File: config.mk
export PLATFORM = sky130hd
export DESIGN_NAME = store_buffer
export DESIGN_NICKNAME = d
export VERILOG_FILES = /design/src/rtl/store_buffer.sv
export SDC_FILE = /design/constraint.sdc
export NUM_CORES = 1
export LEC_CHECK = 0
export ABC_CLOCK_PERIOD_IN_PS = 4650
export BUFFER_PORTS_ARGS = -buffer_cell sky130_fd_sc_hd__buf_2
export CAP_MARGIN = 20
export CELL_PAD_IN_SITES_DETAIL_PLACEMENT = 2
export CELL_PAD_IN_SITES_GLOBAL_PLACEMENT = 2
export CORE_MARGIN = 8
export CORE_UTILIZATION = 47
export DETAILED_ROUTE_END_ITERATION = 12
export PLACE_DENSITY = 0.85
export SLEW_MARGIN = 20
export SYNTH_ARGS = -nofsm -noshare
export SYNTH_HDL_FRONTEND = slang
export SYNTH_SLANG_ARGS = --single-unit
export TNS_END_PERCENT = 5
File: constraint.sdc
create_clock -name clk -period 4.65 [get_ports clk]
set_input_delay 0.6975 -clock clk [delete_from_list [all_inputs] [get_ports clk]]
set_output_delay 0.6975 -clock clk [all_outputs]
set_load 0.005 [all_outputs]
File: src/rtl/store_buffer.sv
// store_buffer: in-order queue of byte-lane-masked stores that sits between the
// pipeline store stage and the data-memory write port. Each entry holds a word
// address, a 4-bit lane write mask and lane-replicated write data. A drain
// (fence) handshake blocks new stores until the queue is empty and then pulses
// drain_done for one cycle.
// Optional feature: define STORE_BUFFER_ALIGN_CHECK_EN to reject misaligned
// SH/SW stores and report them on misalign_err one cycle later.
module store_buffer #(
  parameter int DEPTH = 4
) (
  input  logic                     clk,
  input  logic                     rst,
  input  logic                     st_valid,
  output logic                     st_ready,
  input  logic [1:0]               st_size,
  input  logic [31:0]              st_addr,
  input  logic [31:0]              st_data,
  output logic                     mem_valid,
  input  logic                     mem_ready,
  output logic [31:0]              mem_addr,
  output logic [3:0]               mem_we,
  output logic [31:0]              mem_wdata,
  output logic [$clog2(DEPTH):0]   count,
  input  logic                     drain_req,
  output logic                     drain_done,
  output logic                     misalign_err
);

  localparam int AW = $clog2(DEPTH);

  // Store size encodings on st_size.
  localparam logic [1:0] SZ_NONE = 2'b00;
  localparam logic [1:0] SZ_SB   = 2'b01;
  localparam logic [1:0] SZ_SH   = 2'b10;
  localparam logic [1:0] SZ_SW   = 2'b11;

  // Drain FSM states.
  localparam logic [1:0] ST_IDLE  = 2'd0;
  localparam logic [1:0] ST_DRAIN = 2'd1;
  localparam logic [1:0] ST_DONE  = 2'd2;

  // Entry storage. Contents are never reset: occupancy is tracked by r_count,
  // so anything left here at reset is simply unreachable.
  logic [29:0]   r_addr [DEPTH];
  logic [3:0]    r_we   [DEPTH];
  logic [31:0]   r_data [DEPTH];

  logic [AW-1:0] r_wptr;
  logic [AW-1:0] r_rptr;
  logic [AW:0]   r_count;
  logic [1:0]    r_state;

  logic          w_full;
  logic          w_valid;
  logic          w_ready;
  logic          w_misalign;
  logic          w_push;
  logic          w_pop;
  logic          w_empty_next;
  logic [3:0]    w_mask;
  logic [31:0]   w_wdata;

  // Lane write mask for a store of the given size at byte offset off.
  function automatic logic [3:0] lane_mask(input logic [1:0] size,
                                           input logic [1:0] off);
    logic [3:0] m;
    m = 4'b0000;
    case (size)
      SZ_SB:   m = 4'b0001 << off;
      SZ_SH:   m = off[1] ? 4'b1100 : 4'b0011;
      SZ_SW:   m = 4'b1111;
      default: m = 4'b0000;
    endcase
    return m;
  endfunction

  // Replicate the right-justified store data across every lane it may hit,
  // so the memory only needs the mask to pick the right bytes.
  function automatic logic [31:0] lane_data(input logic [1:0]  size,
                                            input logic [31:0] data);
    logic [31:0] d;
    d = 32'h0;
    case (size)
      SZ_SB:   d = {4{data[7:0]}};
      SZ_SH:   d = {2{data[15:0]}};
      SZ_SW:   d = data;
      default: d = 32'h0;
    endcase
    return d;
  endfunction

  // Because DEPTH is a power of two and count never exceeds it, the top count
  // bit alone says the queue is full.
  assign w_full   = r_count[AW];
  assign w_valid  = (r_count != '0);
  assign w_ready  = !w_full && (r_state == ST_IDLE);

  assign w_mask   = lane_mask(st_size, st_addr[1:0]);
  assign w_wdata  = lane_data(st_size, st_data);

`ifdef STORE_BUFFER_ALIGN_CHECK_EN
  logic r_misalign;

  assign w_misalign = ((st_size == SZ_SH) && st_addr[0]) ||
                      ((st_size == SZ_SW) && (st_addr[1:0] != 2'b00));

  // Report a rejected misaligned store one cycle after it was offered.
  always_ff @(posedge clk or posedge rst) begin
    if (rst) begin
      r_misalign <= 1'b0;
    end else begin
      r_misalign <= st_valid && w_ready && w_misalign;
    end
  end

  assign misalign_err = r_misalign;
`else
  assign w_misalign   = 1'b0;
  assign misalign_err = 1'b0;
`endif

  assign w_push = st_valid && w_ready && (st_size != SZ_NONE) && !w_misalign;
  assign w_pop  = w_valid && mem_ready;

  // True when the queue will be empty after this cycle. No push can happen
  // while draining, so only the pop matters here.
  assign w_empty_next = (r_count == '0) ||
                        ((r_count == (AW+1)'(1)) && w_pop);

  // Write the incoming entry into the tail slot.
  always_ff @(posedge clk) begin
    if (w_push) begin
      r_addr[r_wptr] <= st_addr[31:2];
      r_we[r_wptr]   <= w_mask;
      r_data[r_wptr] <= w_wdata;
    end
  end

  // Pointers wrap naturally at DEPTH since they are exactly AW bits wide.
  always_ff @(posedge clk or posedge rst) begin
    if (rst) begin
      r_wptr <= '0;
      r_rptr <= '0;
    end else begin
      if (w_push) r_wptr <= r_wptr + 1'b1;
      if (w_pop)  r_rptr <= r_rptr + 1'b1;
    end
  end

  // Occupancy: a simultaneous push and pop leaves it unchanged.
  always_ff @(posedge clk or posedge rst) begin
    if (rst) begin
      r_count <= '0;
    end else begin
      case ({w_push, w_pop})
        2'b10:   r_count <= r_count + 1'b1;
        2'b01:   r_count <= r_count - 1'b1;
        default: r_count <= r_count;
      endcase
    end
  end

  // Drain FSM: a fence request blocks new stores until the queue empties,
  // then spends exactly one cycle in DONE to pulse drain_done.
  always_ff @(posedge clk or posedge rst) begin
    if (rst) begin
      r_state <= ST_IDLE;
    end else begin
      case (r_state)
        ST_IDLE:  if (drain_req)    r_state <= ST_DRAIN;
        ST_DRAIN: if (w_empty_next) r_state <= ST_DONE;
        ST_DONE:                    r_state <= ST_IDLE;
        default:                    r_state <= ST_IDLE;
      endcase
    end
  end

  assign st_ready   = w_ready;
  assign mem_valid  = w_valid;
  assign mem_addr   = {r_addr[r_rptr], 2'b00};
  assign mem_we     = w_valid ? r_we[r_rptr] : 4'b0000;
  assign mem_wdata  = r_data[r_rptr];
  assign count      = r_count;
  assign drain_done = (r_state == ST_DONE);

endmodule

==> reports/results.tsv, run 1 <==
stage	metric	value	unit
clock_network	clock buffer count from CTS	29	
synth	Post-Syn Area per Cell	21.68	um^2
synth	most used flip-flop cell after synthesis	edfxtp_1	
power_and_ir_drop	leakage power	0.004344	uW
placement	detailed placement HPWL	17.68	mm
power_and_ir_drop	Cell Pwr Density	564.1	mW/mm^2
synth	top post-synthesis cells by area	edfxtp_1 74%, mux4_2 14%, dfrtp_1 2.1%, mux2i_1 1.6%, ha_1 1.1%	
floorplan	number of primary I/O pins	146	
global_route	number of antenna violations at the first check in global routing	4	
setup_path	critical path fanouts, max	46	
setup_path	CP Class	register to output pin	
synth	area of the mapped netlist	0.01069	mm^2
clock_network	CTS clk-pin slew, worst paths	70	ps
floorplan	x dimension of the die	166.8	um
final_layout	Net count, final	726	
power_and_ir_drop	peak supply drop	325.2	uV
synth	Post-synth EDFFs	264	
synth	cells after synthesis	493	
synth	largest area contributor in the netlist	edfxtp_1	
synth	most numerous cell in the Yosys netlist	edfxtp_1	
setup_path	Crit Reg-Reg Startpoint	count[2]	
clock_network	Clk Latency, worst-skew pair	540	ps
clock_network	root buffer cell	clkbuf_16	
setup_path	element type at the critical path start	register	
synth	count of synthesis-stage warnings from yosys	0	
setup_path	Reg2Reg Setup Slack	2130	ps
route	number of detailed-route iterations in the first pass	4	
setup_path	element type at the critical path end	output pin	
sta	setup violators final	0	
clock_network	clock sink count	273	
route	count of routing violations after the opening detailed-route iteration	290	
global_route	pin count of the biggest net entering global routing	67	
synth	count of state elements after synthesis	273	
floorplan	placement row count	55	
clock_network	maximum root-to-sink buffer count	3	
synth	Seq/Total Area, Yosys	76.28	%
sta	worst rel slew slack	29.01	%
placement	number of port buffers	142	
floorplan	initial standard-cell utilization of the core	47.50	%
clock_network	number of hold buffers added after cts	0	
sta	final critical delay including setup and external delays	3451	ps
sta	Max Transition Viols Final	0	
synth	post-synthesis cell type count	31	
sta	final clock skew	18.91	ps
global_route	via count of the first global-routing pass	6128	
route	via count	5384	
floorplan	placeable core area	0.02250	mm^2
sta	final hold violations	0	
synth	post-synth top area share	74.17	%
route	Via density	5.638	
clock_network	number of levels in the clock H-tree	1	
floorplan	full die area	0.02782	mm^2
setup_path	arrival time of data at the critical path endpoint	2750	ps
sta	Slew @ Worst Pin	1065	ps
route	antenna-violating nets left	0	
final_layout	synthesis-to-finish area growth	17.02	%
setup_path	source of the critical timing path	r_rptr[0]	
sta	sum of negative setup slack	0	ps
route	count of unresolved DRC violations after routing	0	
power_and_ir_drop	Final Power	7055	uW
floorplan	y dimension of the die	166.8	um
global_route	gr ovfl total	0	
final_layout	share of layout cells above drive strength 1	38.57	%
synth	fraction of registers with async set or reset after synthesis	3.297	%
flow_run	Max-Cap Viols	0	
route	drt wl/cell	28.49	um
placement	last weighted congestion value of the routability-driven placer	0.8008	
clock_network	post-CTS setup repair buffer count	0	
worst_hold_path	kind of path behind the tightest hold check	input port to async pin	
clock_network	CTS tree	yes	
sta	timing-limited maximum frequency	0.2898	GHz
setup_path	Data required, critical path	3950	ps
route	final WL	27.21	mm
run_status	run status	completed	
synth	commonest cells in the synthesized netlist	264 x edfxtp_1, 66 x mux4_2, 20 x o21ai_0, 17 x mux2i_1, 12 x nand2_1	
sta	crit share post-route	74.20	%
global_route	aggregate global-route resource usage	19.49	%
sta	setup repair after global routing missed its margin	false	
global_route	first-pass GRT wire length	40.78	mm
clock_network	number of instances resized during post-cts repair	0	
[area by class of cell]
type	count	area (um^2)
fillers	1884	9996
diodes	1	2.502
clock inverters	6	57.56
flip-flops and latches	273	8160
multi-input cells	186	2331
repair buffers	147	748.2
well taps	285	356.6
clock buffers	48	817.0
inverters	9	33.78
[critical path, cell delays in order (launching register included)]
cell and delay [ps]:
dfrtp_4 1030, buf_4 420, mux4_2 580, buf_2 150
[cells in the final DEF, fill, tap and decap left out]
cell and instances:
nor4b_1 1, nand2b_1 1, xor2_1 2, nand3_1 8, clkinv_2 3, inv_1 9
xnor2_1 4, buf_4 5, and2_1 5, ha_1 9, a21oi_1 6, nor2_1 4
mux4_2 66, dfrtp_1 7, buf_2 142, mux2_4 1, a22o_1 8, a211oi_1 1
mux2i_1 17, and2_4 4, nor2_2 1, inv_6 1, bufinv_16 1, diode_2 1
nor2b_1 10, dfrtp_4 2, clkbuf_8 2, edfxtp_1 264, o21ai_0 20, conb_1 3
clkinv_1 1, clkbuf_16 29, clkbuf_1 17, and3b_1 1, nor2_4 1, nor3_1 1
nand2_1 12
[per-stage QoR]
stage | utilization (%) | instance area, um^2 | cells | hold WS, ps | setup slack (ps)
2_1_floorplan | - | 10700 | 495 | 441.6 | 1428
3_5_place_dp | 51.67 | 11630 | 900 | 488.5 | 1700
6_report | 55.58 | 12510 | 955 | 151.6 | 1199
3_3_place_gp | 51.67 | 11630 | 900 | 452.6 | 1754
4_1_cts | 55.56 | 12500 | 954 | 159.2 | 1092
5_1_grt | 55.57 | 12500 | 954 | 169.0 | 944.4
[path summary, 6_finish.rpt]
check	to	cells after the start
worst max-delay path	mem_wdata[23]	3
worst min-delay path	r_wptr[1]	2
worst max register to register	r_data[0][18]	3
worst min register to register	r_state[0]	1
max in group asynchronous	r_rptr[0]	2
min in group clk	r_addr[0][28]	1
[where the power goes]
| part | total, uW | internal (uW) | leakage, uW | switching, uW |
|---|---|---|---|---|
| clock | 2160 | 1250 | 0.000424 | 910 |
| combinational | 1700 | 907 | 0.00142 | 789 |
| sequential | 3200 | 2920 | 0.00250 | 287 |
[flip-flops by register name (all words and copies together), names as in the netlist]
name     flops
r_data     128
r_addr     120
r_we        16
count        3
r_rptr       2
r_state      2
r_wptr       2
[metal layers]
metal,routed length (um),global-route usage (%),vias to the layer above
li1,-,-,2327
met1,10910,24.53,2829
met2,14080,33.97,183
met3,1792,4.965,37
met4,376,3.564,8
met5,46,0,-
[cells by family after synthesis]
kind of cell,after synthesis,share of synthesized area [%]
AO/OA/AOI/OAI,35,1.943
XOR/XNOR,6,0.4917
adder cells (fa/ha/maj),9,1.054
buffers and inverters,36,2.072
flip-flops,273,76.28
multiplexers,84,15.64
other,1,0.03509
AND/OR/NAND/NOR,49,2.482
Power figures use the tool's default switching activity.
==> run 2: changes to the inputs <==
--- a/config.mk
+++ b/config.mk
@@ -5,15 +5,15 @@
 export SDC_FILE = /design/constraint.sdc
 export NUM_CORES = 1
 export LEC_CHECK = 0
-export ABC_CLOCK_PERIOD_IN_PS = 4650
+export ABC_CLOCK_PERIOD_IN_PS = 3000
 export BUFFER_PORTS_ARGS = -buffer_cell sky130_fd_sc_hd__buf_2
 export CAP_MARGIN = 20
 export CELL_PAD_IN_SITES_DETAIL_PLACEMENT = 2
 export CELL_PAD_IN_SITES_GLOBAL_PLACEMENT = 2
 export CORE_MARGIN = 8
-export CORE_UTILIZATION = 47
+export CORE_UTILIZATION = 40
 export DETAILED_ROUTE_END_ITERATION = 12
-export PLACE_DENSITY = 0.85
+export PLACE_DENSITY = 0.77
 export SLEW_MARGIN = 20
 export SYNTH_ARGS = -nofsm -noshare
 export SYNTH_HDL_FRONTEND = slang
==> constraint.sdc (replaced) <==
create_clock -name clk -period 3 [get_ports clk]
set_input_delay 0.45 -clock clk [delete_from_list [all_inputs] [get_ports clk]]
set_output_delay 0.45 -clock clk [all_outputs]
set_load 0.005 [all_outputs]
==> run 2 against run 1 <==
  * Sequential cell count unchanged
  * Sequential power grew 51%
  * Non-clock buffer count rose by 8
  * Clock power increased by 70%
  * Wire length fell by 3.8%
  * Design area grew 2.7%
  * First-iteration DRC count is 5.5% higher
  * Via count is 0.26% lower
  * Setup slack lost 910 ps
  * Clock skew is 2.2 ps lower
  * Hold slack got worse by 26 ps
==> reports/results.tsv, run 2 (synthesis gave the netlist of run 1 again) <==
stage	metric	value	unit
run_status	run status	completed	
floorplan	y dimension of the die	179.5	um
final_layout	largest registers	r_data: 128 flops, r_addr: 120 flops, r_we: 16 flops	
clock_network	clock sink count	273	
power_and_ir_drop	Net Switching	3099	uW
power_and_ir_drop	leakage power	0.004472	uW
floorplan	placement row count	60	
floorplan	x dimension of the die	179.5	um
sta	setup violators final	0	
setup_path	arrival time of data at the critical path endpoint	2260	ps
route	number of detailed-route iterations in the first pass	4	
power_and_ir_drop	share of power burned in combinational logic	24.8	%
sta	sum of negative setup slack	0	ps
final_layout	flip-flop count of the largest register after layout	128	
clock_network	CTS tree	yes	
global_route	number of antenna violations at the first check in global routing	0	
sta	crit share post-route	90.31	%
setup_path	dominant delay contributor by cell family on the critical path	flip-flops	
placement	last weighted congestion value of the routability-driven placer	0.7362	
placement	Post-DP Area	0.01184	mm^2
global_route	aggregate global-route resource usage	16.02	%
power_and_ir_drop	Final Power	11300	uW
floorplan	full die area	0.03221	mm^2
final_layout	Diodes inserted	0	
final_layout	register with the highest flop count	r_data	
route	Via density	5.270	
sta	worst rel slew slack	46.82	%
global_route	gr ovfl total	0	
global_route	most congested layer reported by global routing	met2	
route	antenna-violating nets left	0	
power_and_ir_drop	Sw Ratio	27.41	%
setup_path	element type at the critical path start	register	
setup_path	Reg2Reg Setup Slack	660	ps
power_and_ir_drop	Cell Pwr Density	880.5	mW/mm^2
sta	Slew @ Worst Pin	789.3	ps
setup_path	CP Class	register to output pin	
clock_network	clock buffer count from CTS	30	
global_route	via count of the first global-routing pass	6167	
placement	Post-Place Worst Slack	587.2	ps
setup_path	FF-to-FF End	r_we[2][2]	
sta	timing-limited maximum frequency	0.3691	GHz
setup_path	cells along the critical path	buf_12, mux4_2, buf_2	
worst_hold_path	sink of the worst hold path	r_addr[0][0]	
sta	worst setup margin	290.7	ps
route	via count	5370	
placement	number of port buffers	142	
final_layout	synthesis-to-finish area growth	20.12	%
setup_path	element type at the critical path end	output pin	
final_layout	number of fillers in the final layout	2416	
clock_network	Clk Latency, worst-skew pair	540	ps
route	drt wl/cell	25.68	um
setup_path	Worst Path Buf+Inv	2	
power_and_ir_drop	peak supply drop	493.1	uV
route	final WL	26.16	mm
clock_network	number of instances resized during post-cts repair	0	
clock_network	maximum root-to-sink buffer count	3	
clock_network	post-CTS setup repair buffer count	0	
setup_path	Crit Reg-Reg Startpoint	count[2]	
floorplan	initial standard-cell utilization of the core	40.22	%
worst_hold_path	worst hold path cell count	1	
sta	Max Transition Viols Final	0	
sta	final critical delay including setup and external delays	2709	ps
setup_path	depth of the worst register-to-register path	4	
final_layout	Net count, final	735	
route	count of routing violations after the opening detailed-route iteration	306	
sta	final clock skew	16.75	ps
floorplan	number of primary I/O pins	146	
sta	setup repair after global routing missed its margin	false	
clock_network	number of levels in the clock H-tree	1	
worst_hold_path	kind of path behind the tightest hold check	input port to register	
global_route	met2 layer usage reported by global route	26.91	%
placement	detailed placement HPWL	17.56	mm
worst_hold_path	source of the worst hold timing path	st_addr[2]	
setup_path	critical path fanouts, max	43	
global_route	met3 layer usage reported by global route	3.629	%
power_and_ir_drop	Internal Power	8205	uW
final_layout	most common cell after layout, fill and taps aside	edfxtp_1	
clock_network	root buffer cell	clkbuf_16	
sta	Hold Worst Slack	125.6	ps
route	count of unresolved DRC violations after routing	0	
final_layout	cell area after layout	0.01284	mm^2
global_route	met1 track demand over resource	20.97	%
clock_network	CTS clk-pin slew, worst paths	60	ps
final_layout	commonest non-fill, non-tap cells in the layout	264 x edfxtp_1, 142 x buf_2, 66 x mux4_2, 31 x clkbuf_16, 20 x o21ai_0	
sta	final hold violations	0	
global_route	pin count of the biggest net entering global routing	44	
clock_network	number of hold buffers added after cts	1	
flow_run	Max-Cap Viols	0	
floorplan	placeable core area	0.02658	mm^2
global_route	first-pass GRT wire length	40.05	mm
power_and_ir_drop	portion of total power attributed to sequential cells	42.7	%
final_layout	share of layout cells above drive strength 1	40.41	%
power_and_ir_drop	clock network fraction of design power	32.5	%
setup_path	slowest cell delay on critical path	860	ps
setup_path	Data required, critical path	2550	ps
setup_path	slowest library cell on the worst path	dfrtp_4	
run 2: changes by cell type in the layout (fill, tap and decap cells not counted), moves of 3 or more:
| cell | before | now |
|---|---|---|
| bufinv_16 | 1 | 4 |
| clkbuf_1 | 17 | 5 |
| buf_12 | 0 | 7 |
| clkinv_2 | 3 | 8 |
| clkinv_1 | 1 | 5 |
run 2: layout make-up:
type	count	area [um^2]	share of cell area, %
clock inverters	19	193.9	1.511
flip-flops and latches	273	8160	63.56
clock buffers	36	794.5	6.188
well taps	341	426.7	3.323
multi-input cells	186	2331	18.16
repair buffers	155	898.4	6.997
inverters	9	33.78	0.2631
run 2: routing by layer:
layer	part of all wire (%)	wire length, um	vias up
li1	-	-	2348
met1	43	11170	2818
met2	49	12920	170
met3	5.8	1530	34
met4	2.1	545	0
met5	0	0	-
run 2: how the worst max path moves through the flow:
stage	from	end	slack, ps	cells after the start
4_1_cts	r_rptr[1]	mem_addr[26]	240	3
5_1_grt	r_rptr[1]	mem_addr[26]	180	3
3_5_place_dp	count[2]	r_data[2][16]	590	4
2_1_floorplan	count[2]	r_addr[2][0]	9	4
6_report	r_rptr[1]	mem_addr[20]	290	3
3_3_place_gp	count[2]	r_data[2][12]	740	4
run 2: stage by stage:
stage	util, %	std cells
after floorplan	-	495
after global placement	44.55	963
after detailed placement	44.55	963
after CTS	48.31	1019
after global routing	48.31	1019
final	48.31	1019
run 2: power groups by stage:
stage	sequential, uW	combinational (uW)	clock (uW)
after detailed placement	4910	2880	0
after global placement	4870	2780	0
after CTS	4840	2910	3770
after global routing	4870	3070	3900
final	4820	2810	3670
after floorplan	4680	1870	0
==> run 3: changes to the inputs <==
--- a/config.mk
+++ b/config.mk
@@ -10,10 +10,11 @@
 export CAP_MARGIN = 20
 export CELL_PAD_IN_SITES_DETAIL_PLACEMENT = 2
 export CELL_PAD_IN_SITES_GLOBAL_PLACEMENT = 2
+export CORE_ASPECT_RATIO = 1.25
 export CORE_MARGIN = 8
 export CORE_UTILIZATION = 40
 export DETAILED_ROUTE_END_ITERATION = 12
-export PLACE_DENSITY = 0.77
+export PLACE_DENSITY = 0.82
 export SLEW_MARGIN = 20
 export SYNTH_ARGS = -nofsm -noshare
 export SYNTH_HDL_FRONTEND = slang
==> run 3 against run 2 <==
  * Sequential power is essentially flat
  * Critical path depth stayed put
  * Via count rose by 0.80%
  * Setup slack worse by 77 ps
  * Register-to-register slack improved by 20 ps
  * Clock skew fell by 6.3 ps
  * Design area about the same
  * Non-clock buffer count rose by 3
  * Largest power group unchanged
  * Highest routed layer unchanged
==> reports/results.tsv, run 3 (synthesis gave the netlist of run 1 again) <==
stage	metric	value	unit
final_layout	synthesis-to-finish area growth	20.16	%
sta	final clock skew	10.46	ps
route	via count	5413	
setup_path	critical path fanouts, max	39	
route	Via density	5.291	
sta	setup violators final	0	
final_layout	flip-flop count of the largest register after layout	128	
power_and_ir_drop	leakage power	0.004461	uW
power_and_ir_drop	clock network fraction of design power	31.9	%
route	count of routing violations after the opening detailed-route iteration	230	
final_layout	most common cell after layout, fill and taps aside	edfxtp_1	
final_layout	share of layout cells above drive strength 1	41.00	%
worst_hold_path	source of the worst hold timing path	st_addr[20]	
floorplan	full die area	0.03224	mm^2
setup_path	Reg2Reg Setup Slack	680	ps
run_status	run status	completed	
route	Met2 Routed Length	14.31	mm
floorplan	number of primary I/O pins	146	
global_route	aggregate global-route resource usage	16.60	%
sta	final hold violations	0	
final_layout	number of cells in the finished layout apart from fillers	1023	
placement	last weighted congestion value of the routability-driven placer	0.7926	
clock_network	number of instances resized during post-cts repair	0	
worst_hold_path	worst hold path cell count	1	
route	final WL	26.82	mm
sta	sum of negative setup slack	0	ps
worst_hold_path	sink of the worst hold path	r_addr[2][18]	
clock_network	number of levels in the clock H-tree	1	
setup_path	slowest cell delay on critical path	830	ps
clock_network	CTS tree	yes	
route	antenna-violating nets left	0	
final_layout	commonest non-fill, non-tap cells in the layout	264 x edfxtp_1, 142 x buf_2, 66 x mux4_2, 29 x clkbuf_16, 20 x o21ai_0	
final_layout	cell area after layout	0.01284	mm^2
setup_path	element type at the critical path start	register	
sta	Slew @ Worst Pin	771.8	ps
setup_path	slowest library cell on the worst path	dfrtp_4	
worst_hold_path	kind of path behind the tightest hold check	input port to register	
sta	setup repair after global routing missed its margin	false	
final_layout	Diodes inserted	0	
final_layout	largest registers	r_data: 128 flops, r_addr: 120 flops, r_we: 16 flops	
sta	Max Transition Viols Final	0	
final_layout	register with the highest flop count	r_data	
placement	placed insts	969	
route	number of detailed-route iterations in the first pass	4	
placement	number of port buffers	142	
clock_network	root buffer cell	clkbuf_16	
sta	worst rel slew slack	48.00	%
placement	detailed placement HPWL	17.89	mm
setup_path	CP Class	register to output pin	
placement	Post-Place Worst Slack	619.1	ps
sta	timing-limited maximum frequency	0.3589	GHz
route	Post-Route M1 WL	10.60	mm
floorplan	x dimension of the die	162.2	um
floorplan	y dimension of the die	198.8	um
floorplan	placement row count	67	
clock_network	Clk Latency, worst-skew pair	550	ps
power_and_ir_drop	Sw Ratio	27.70	%
setup_path	FF-to-FF End	r_addr[0][4]	
power_and_ir_drop	Internal Power	8130	uW
clock_network	clock sink count	273	
setup_path	cells along the critical path	buf_4, mux4_2, buf_2	
setup_path	Crit Reg-Reg Startpoint	count[2]	
route	wire length on met3	1.437	mm
final_layout	Net count, final	737	
global_route	number of antenna violations at the first check in global routing	0	
power_and_ir_drop	Cell Pwr Density	875.6	mW/mm^2
floorplan	placeable core area	0.02657	mm^2
global_route	first-pass GRT wire length	40.21	mm
sta	worst setup margin	213.8	ps
clock_network	CTS clk-pin slew, worst paths	60	ps
power_and_ir_drop	portion of total power attributed to sequential cells	42.9	%
clock_network	clock buffer count from CTS	29	
placement	Post-DP Area	0.01185	mm^2
sta	crit share post-route	92.87	%
route	drt wl/cell	26.21	um
sta	final critical delay including setup and external delays	2786	ps
power_and_ir_drop	Net Switching	3114	uW
power_and_ir_drop	share of power burned in combinational logic	25.1	%
global_route	via count of the first global-routing pass	6245	
setup_path	element type at the critical path end	output pin	
power_and_ir_drop	peak supply drop	609.1	uV
flow_run	Max-Cap Viols	0	
global_route	gr ovfl total	0	
sta	Hold Worst Slack	115.5	ps
setup_path	depth of the worst register-to-register path	4	
route	highest layer used for signal routing	met4	
route	count of unresolved DRC violations after routing	0	
clock_network	maximum root-to-sink buffer count	3	
setup_path	Data required, critical path	2550	ps
global_route	pin count of the biggest net entering global routing	41	
floorplan	initial standard-cell utilization of the core	40.22	%
setup_path	arrival time of data at the critical path endpoint	2340	ps
-- run 3: worst max-delay path by stage --
stage,from,endpoint,cells past startpoint
after detailed placement,count[2],r_addr[0][7],4
after CTS,r_rptr[0],mem_wdata[21],3
after global placement,r_rptr[0],mem_wdata[21],3
after global routing,r_rptr[1],mem_addr[17],3
after floorplan,count[2],r_addr[2][0],4
final,r_rptr[1],mem_addr[17],3
-- run 3: worst max-delay path: cells and delay by family, from the launching register on --
kind,cells,cell delay (ps)
buf+inv,2,560
flops,1,830
mux,1,380
-- run 3: cell type report --
type / count / area, um^2
clock buffers: 32 / 737.0
clock inverters: 20 / 220.2
fillers: 2352 / 13730
inverters: 9 / 33.78
multi-input cells: 186 / 2331
flip-flops and latches: 273 / 8160
well taps: 345 / 431.7
repair buffers: 158 / 928.4
-- run 3: power groups by stage --
stage                     Combinational, uW  Sequential (uW)  Clock, uW
final                                  2830             4830       3590
after floorplan                        1870             4680          0
after detailed placement               2810             4960          0
after CTS                              2840             4880       3670
after global routing                   3100             4870       3790
after global placement                 2720             4910          0
-- run 3: timing repair --
| item | 4_1_cts | 5_1_grt |
|---|---|---|
| setup endpoints to repair | 0 | 1 |
| endpoints found under the hold margin | 9 | 0 |
| setup buffers | 0 | 1 |
| hold buffers | 1 | 0 |
-- run 3: layer usage --
layer	vias to the layer above	GRT usage [%]
met5	-	0
met4	0	4.088
met3	37	3.313
met2	173	29.69
met1	2858	20.28
li1	2345	-
-- run 3: metrics by stage --
step                total power, uW  utilization [%]
finish                        11240            48.33
floorplan                      6549                -
CTS                           11390            48.22
global route                  11760            48.33
detailed placement             7772            44.58
global placement               7633            44.58
